<file path="src/rtl/if_fetch.sv">
// Instruction fetch PC generator; optional misaligned-fetch check under IF_ADEL_CHECK_EN.
// Latency: one edge from next_pc (sequential, branch or pending redirect) to inst_sram_addr.
// Backpressure: stall[0] freezes pc/ce and latches the first branch until the stall clears.
`ifndef StallBus
`define StallBus 5:0
`endif
`ifndef Stop
`define Stop 1'b1
`endif
`ifndef NoStop
`define NoStop 1'b0
`endif
`ifndef BR_WD
`define BR_WD 33
`endif
`ifndef IF_TO_ID_WD
`define IF_TO_ID_WD 33
`endif

module if_fetch #(
  parameter logic [31:0] RESET_VECTOR = 32'hBFC0_0000
) (
  input  logic                    clk,
  input  logic                    rst,
  input  logic [`StallBus]        stall,
  input  logic [`BR_WD-1:0]       br_bus,
  output logic [`IF_TO_ID_WD-1:0] if_to_id_bus,
  output logic                    inst_sram_en,
  output logic [3:0]              inst_sram_wen,
  output logic [31:0]             inst_sram_addr,
  output logic [31:0]             inst_sram_wdata,
  output logic                    redirect_pending,
  output logic                    if_excp_adel
);

  localparam logic [1:0] BOOT    = 2'd0;
  localparam logic [1:0] RUN     = 2'd1;
  localparam logic [1:0] HOLD    = 2'd2;
  localparam logic [1:0] HOLD_BR = 2'd3;

  logic [1:0]  state, state_nxt;
  logic [31:0] pc_reg, next_pc, pend_addr;
  logic        ce_reg, pend_valid, stop, br_e;
  logic [31:0] br_addr;
  logic        unused_stall;

  assign stop         = (stall[0] == `Stop);
  assign br_e         = br_bus[32];
  assign br_addr      = br_bus[31:0];
  assign unused_stall = ^stall[`StallBus];

  // A latched redirect outranks a live branch: decode was frozen when it arrived.
  always_comb begin
    next_pc = pc_reg + 32'd4;
    if (pend_valid)
      next_pc = pend_addr;
    else if (br_e)
      next_pc = br_addr;
  end

  always_comb begin
    state_nxt = state;
    case (state)
      BOOT:    if (!stop) state_nxt = RUN; else if (br_e) state_nxt = HOLD_BR;
      RUN:     if (stop) state_nxt = br_e ? HOLD_BR : HOLD;
      HOLD:    if (!stop) state_nxt = RUN; else if (br_e) state_nxt = HOLD_BR;
      HOLD_BR: if (!stop) state_nxt = RUN;
      default: state_nxt = BOOT;
    endcase
  end

  always_ff @(posedge clk or posedge rst) begin
    if (rst) begin
      pc_reg     <= RESET_VECTOR - 32'd4;
      ce_reg     <= 1'b0;
      pend_valid <= 1'b0;
      pend_addr  <= 32'd0;
      state      <= BOOT;
    end else begin
      state <= state_nxt;
      if (!stop) begin
        pc_reg     <= next_pc;
        ce_reg     <= 1'b1;
        pend_valid <= 1'b0;
      end else if (br_e && !pend_valid) begin
        pend_valid <= 1'b1;
        pend_addr  <= br_addr;
      end
    end
  end

  assign if_to_id_bus     = {ce_reg, pc_reg};
  assign inst_sram_addr   = pc_reg;
  assign inst_sram_wen    = 4'b0000;
  assign inst_sram_wdata  = 32'd0;
  assign redirect_pending = pend_valid;

`ifdef IF_ADEL_CHECK_EN
  assign if_excp_adel = ce_reg & (pc_reg[1:0] != 2'b00);
  assign inst_sram_en = ce_reg & ~if_excp_adel;
`else
  assign if_excp_adel = 1'b0;
  assign inst_sram_en = ce_reg;
`endif

endmodule

</file>
<file path="config.mk">
export PLATFORM = sky130hd
export DESIGN_NAME = if_fetch
export DESIGN_NICKNAME = d
export VERILOG_FILES = /design/src/rtl/if_fetch.sv
export SDC_FILE = /design/constraint.sdc
export NUM_CORES = 1
export LEC_CHECK = 0
export CAP_MARGIN = 40
export CORE_UTILIZATION = 65
export CTS_CLUSTER_SIZE = 8
export DETAILED_ROUTE_END_ITERATION = 8
export DONT_BUFFER_PORTS = 1
export PLACE_DENSITY = 0.79
export SETUP_SLACK_MARGIN = 0.15
export SLEW_MARGIN = 20
export SYNTH_ARGS = -nofsm -noshare
export SYNTH_HDL_FRONTEND = slang
export SYNTH_SLANG_ARGS = --single-unit
</file>
<file path="constraint.sdc">
create_clock -name clk -period 4.2 [get_ports clk]
set_clock_uncertainty 0.05 [all_clocks]
set_input_delay 0.42 -clock clk [delete_from_list [all_inputs] [get_ports clk]]
set_output_delay 0.42 -clock clk [all_outputs]
set_load 0.01 [all_outputs]
</file>
* Yosys cells after proc, flatten, opt, wreduce, memory -nomap -nowiden
Index checks and enable logic that the tools add are counted.
** Storage, ports and cells
- Register bits :: 66
- Word-level logic and storage cells :: 13
- Input bits :: 41
** Cells by class
- Reductions and logical operators :: 3
- Add/subtract/negate cells :: 1
- Equal/unequal tests :: 1
- Muxes and demuxes :: 4
** Operators by type and width (count)
- $mux 32 :: 2
- $add 32x3->32 const B :: 1
- $mux 1 :: 2
- $ne 2x1->1 const B :: 1
- $reduce_and 2->1 :: 1
- $logic_and 1x1->1 :: 1
- $logic_not 1->1 :: 1

* Logic depth before layout (Yosys ltp)
- Word-level depth :: 4
- Mapped depth :: 6
- Gate-level depth less buffers :: 5

* Worst setup path before layout
Ideal clock, no wire load.
- Kind :: reg2reg
- From :: register pc_reg[10] (netlist: inst_sram_addr[10])
- To :: register pc_reg[17] (netlist: inst_sram_addr[17])
- Data required time :: 4.072 ns
- Arrival time :: 1.825 ns
- Stages on the path, launching flop included :: 6
- Library setup time :: 0.078 ns
- Buffers on the path :: 1
- Setup slack :: 2.247 ns
- Clock period less this slack :: 1.953 ns
- Path through :: dfstp_2 -> buf_2 -> nand4_4 -> or4_1 -> o31a_1 -> o22ai_1
** Between the ends
- Word-level cells in the longest chain between the ends :: 3
** RTL lines
- start: declaration :: line 42 : logic [31:0] pc_reg, next_pc, pend_addr;
- start signal: assignment :: line 74 : pc_reg <= RESET_VECTOR - 32'd4;
- start signal: assignment :: line 82 : pc_reg <= next_pc;
- $add 32x3->32 :: line 54 : next_pc = pc_reg + 32'd4;
- $mux 32 :: line 57 : else if (br_e)
- $mux 32 :: line 55 : if (pend_valid)
No other way between the ends.
A chain may end at the register's enable or synchronous reset.

* Worst setup path in the final report
- From :: register pend_valid (netlist: redirect_pending)
- To :: register pc_reg[16] (netlist: inst_sram_addr[16])
** Between the ends
- Word-level cells in the longest chain between the ends :: 1
** RTL lines
- start: declaration :: line 43 : logic ce_reg, pend_valid, stop, br_e;
- start signal: assignment :: line 76 : pend_valid <= 1'b0;
- start signal: assignment :: line 84 : pend_valid <= 1'b0;
- start signal: assignment :: line 86 : pend_valid <= 1'b1;
- $mux 32 :: line 55
No other way between the ends.

==> reports/qor.csv <==
metric,value,unit
run status,"complete, no violations",
hold-fix buffer count after cts,0,
utilization of the core after routing,0.653,
path depth of the worst reg2reg path,5,
Sw Share,0.334,
Synth Instances,466,
worst hold margin,0.0825,ns
startpoint of the lowest-slack register-to-register path,redirect_pending$_DFFE_PP0P_,
number of sinks handled by clock tree synthesis,66,
top fanout value on the critical path,38,
number of hold-slack violations in the final timing report,0,
Bufs on Longest Clock Path,2,
ratio of cells with drive above 1 in the final layout,0.215,
area of the die,6950,um^2
post-synth top area share,0.221,
fraction of registers with async set or reset after synthesis,1.00,
leading cell types by total area after synthesis,"sky130_fd_sc_hd__dfrtp_1, sky130_fd_sc_hd__dfstp_2, sky130_fd_sc_hd__buf_4, sky130_fd_sc_hd__mux2_2, sky130_fd_sc_hd__o21ai_0",
yosys synthesis warning count,0,
Setup WS pre-CTS,1.88,ns
placement row count,29,
Initial Util,0.674,
average wire length per cell after detail routing,19.4,um
post-CTS repair timing setup buffer count,0,
number of detailed-routing iterations run before antenna repair,6,
max_cap viols,0,
post-synthesis cell type with the largest combined area,sky130_fd_sc_hd__dfrtp_1,
routability congestion estimate from global placement,0.829,
Seq pwr share,0.529,
internal power,1290,uW
H-tree depth,3,
clock buffer count from CTS,9,
Psw,646,uW
Lkg Pwr,0.00166,uW
number of primary I/O pins,145,
overall routed net length,9.72,mm
kind of path behind the tightest hold check,primary input to flip-flop,
area of the multi-input gates,2060,um^2
achievable frequency,0.420,GHz
count of filler cells inserted in the layout,515,
number of endpoints failing setup at the final stage,0,
post-detailed-placement half-perimeter wirelength,6.36,mm
areal power density over the cells,464,nW/um^2
area overhead of the layout relative to synthesis,-3.11,%
unrepaired setup endpoints after global routing,no,
number of antenna repair diodes,0,
critical path required time,4.43,ns
"Distinct cells, synth",56,
final net count,461,
Vias,3372,
CP arrival,2.61,ns
total global routing overflow,0,
post-route setup TNS,0,ns
remaining routing DRC violations,0,
Std-Cell Core Area,6390,um^2
I/O Buffers,0,
setup slack of the worst register-to-register path,1.82,ns
clock tree from TritonCTS,done,
overall fraction of global-route tracks in use,0.289,
Worst setup startpoint,redirect_pending$_DFFE_PP0P_,
routed metal-1 wirelength,4.16,mm
clock share of power,0.311,
FF/Latch Area,1690,um^2
root buf cell,sky130_fd_sc_hd__clkbuf_8,
Die Height,83.4,um
detailed-routed wire length on met3,1.01,mm
post-CTS sizing,0,
overall power consumption,1930,uW
endpoint of the most critical setup path,inst_sram_addr[16]$_DFFE_PP1N_,
start-to-end type of the worst setup path,flip-flop to flip-flop,
count of flip-flops with a built-in enable after synthesis,0,
Worst-Skew Late Latency,0.35,ns
worst-margin pin slew,0.656,ns
remaining antenna violation count after routing,0,
"flops & latches, synth",66,
maximum VDD drop,0.000314,V
primary flip-flop cell chosen by synthesis mapping,sky130_fd_sc_hd__dfrtp_1,
crit share post-route,0.566,
vias in the first global route,3145,
Initial DRC Count,369,
critical path capture point type,flip-flop,
"CTS clk-pin slew, worst paths",0.08,ns
fraction of power consumed by combinational cells,0.161,
worst slew slack as a fraction of its limit,0.559,
chip width,83.4,um
final critical path time including I/O delays and setup,2.38,ns
portion of the post-synthesis area used by sequential elements,0.392,
Setup crit start kind,flip-flop,
via-per-instance ratio,6.73,
largest net degree at the start of global routing,67,
final setup margin,1.82,ns
summed instance area of the synthesized netlist,4300,um^2
initial antenna violation count,0,
R2R Path End,inst_sram_addr[16]$_DFFE_PP1N_,
uppermost routed layer,met4,
wire length of the first global-routing pass,15.9,mm
final max-slew violation count,0,
Met2 Routed Length,4.32,mm
Mean Syn Cell Area,9.23,um^2
==> how the worst min path moves through the flow <==
stage / end / startpoint / slack, ns / cells past startpoint
floorplan: pend_addr[23]$_DFFE_PP0P_ / pend_addr[23]$_DFFE_PP0P_ / 0.42 / 1
global route: inst_sram_addr[16]$_DFFE_PP1N_ / stall[0] / 0.06 / 1
CTS: inst_sram_addr[16]$_DFFE_PP1N_ / stall[0] / 0.06 / 1
finish: inst_sram_addr[16]$_DFFE_PP1N_ / stall[0] / 0.08 / 1
detailed placement: inst_sram_addr[16]$_DFFE_PP1N_ / stall[0] / 0.44 / 1
global placement: pend_addr[23]$_DFFE_PP0P_ / pend_addr[23]$_DFFE_PP0P_ / 0.43 / 1
==> power by group through the flow <==
stage                     logic (uW)  registers, uW  clock network [uW]
final                            311           1020                 600
after global routing             347           1040                 633
after CTS                        305           1020                 608
after detailed placement         304           1030                   0
after global placement           292           1020                   0
after floorplan                  419            933                   0
==> through the flow <==
step           cells  cell area (um^2)
2_1_floorplan    502              4440
3_3_place_gp     483              3920
3_5_place_dp     483              3920
4_1_cts          499              4140
5_1_grt          501              4170
6_report         501              4170
==> critical path: stages, from the launching register on <==
cell                        delay, ns
sky130_fd_sc_hd__dfrtp_1         0.55
sky130_fd_sc_hd__buf_4           0.34
sky130_fd_sc_hd__or2_2           0.52
sky130_fd_sc_hd__nor4_1          0.48
sky130_fd_sc_hd__a222oi_1        0.18
sky130_fd_sc_hd__o2bb2ai_1       0.18
==> layer usage <==
metal / global-route usage / up-vias
li1: - / 1510
met1: 0.400 / 1624
met2: 0.417 / 213
met3: 0.0895 / 25
met4: 0.130 / 0
met5: 0 / -
==> registers in the layout, summed over array words and instances, names as in the netlist <==
| register | cells |
|---|---|
| inst_sram_addr | 32 |
| redirect_pending | 1 |
| pend_addr | 32 |
| inst_sram_en | 1 |
==> Yosys cell counts (4+ instances only) <==
master,count
sky130_fd_sc_hd__a211oi_1,6
sky130_fd_sc_hd__a21oi_1,17
sky130_fd_sc_hd__a22o_1,6
sky130_fd_sc_hd__a22oi_1,5
sky130_fd_sc_hd__a31oi_1,10
sky130_fd_sc_hd__and2_1,4
sky130_fd_sc_hd__and3_1,7
sky130_fd_sc_hd__and4_1,4
sky130_fd_sc_hd__buf_1,4
sky130_fd_sc_hd__buf_2,7
sky130_fd_sc_hd__buf_4,70
sky130_fd_sc_hd__clkbuf_1,19
sky130_fd_sc_hd__dfrtp_1,38
sky130_fd_sc_hd__dfstp_2,28
sky130_fd_sc_hd__inv_1,11
sky130_fd_sc_hd__mux2_2,32
sky130_fd_sc_hd__nand2_1,40
sky130_fd_sc_hd__nand3_1,9
sky130_fd_sc_hd__nand4_1,5
sky130_fd_sc_hd__nor2_1,23
sky130_fd_sc_hd__nor3_1,9
sky130_fd_sc_hd__nor4_1,10
sky130_fd_sc_hd__o211ai_1,5
sky130_fd_sc_hd__o21ai_0,37
sky130_fd_sc_hd__o22ai_1,8
==> cells by family (layout without fill, tap and decap cells) <==
group / Yosys count / after routing / synth area share
simple gates: 128 / 128 / 0.164
mux: 35 / 35 / 0.0907
compound gates: 123 / 123 / 0.188
buf+inv: 112 / 34 / 0.161
other cells: 1 / 37 / 0.000872
flops: 66 / 66 / 0.392
fa+ha+maj: 1 / 1 / 0.00291
==> cell usage in the layout (no fill, tap or decap), types with 3 or more instances in the layout <==
cell                        instances
sky130_fd_sc_hd__nor2_1            23
sky130_fd_sc_hd__o21ai_0           37
sky130_fd_sc_hd__a22o_1             6
sky130_fd_sc_hd__o2bb2ai_1          3
sky130_fd_sc_hd__conb_1            37
sky130_fd_sc_hd__nor3_1             9
sky130_fd_sc_hd__dfrtp_1           38
sky130_fd_sc_hd__clkbuf_8          10
sky130_fd_sc_hd__inv_1             10
sky130_fd_sc_hd__and3_1             7
sky130_fd_sc_hd__nand4_1            5
sky130_fd_sc_hd__a211oi_1           6
sky130_fd_sc_hd__and2_1             4
sky130_fd_sc_hd__nand3_1            9
sky130_fd_sc_hd__a21oi_1           17
sky130_fd_sc_hd__a41oi_1            3
sky130_fd_sc_hd__o31ai_1            3
sky130_fd_sc_hd__nand2_1           40
sky130_fd_sc_hd__dfstp_2           28
sky130_fd_sc_hd__o211ai_1           5
sky130_fd_sc_hd__o22ai_1            8
sky130_fd_sc_hd__mux2_2            32
sky130_fd_sc_hd__mux2i_1            3
sky130_fd_sc_hd__a31oi_1           10
sky130_fd_sc_hd__a311oi_1           3
sky130_fd_sc_hd__a22oi_1            5
sky130_fd_sc_hd__nor4_1            10
sky130_fd_sc_hd__and4_1             4
sky130_fd_sc_hd__buf_4              5
==> layout make-up <==
| cell class | count | area share |
|---|---|---|
| inverter | 11 | 0.00990 |
| timing repair buffer | 7 | 0.0162 |
| sequential | 66 | 0.405 |
| clock inverter | 5 | 0.0186 |
| multi-input combinational | 324 | 0.494 |
| clock buffer | 11 | 0.0339 |
| tap | 77 | 0.0231 |
Note: power is estimated with default switching activity, not from simulation.
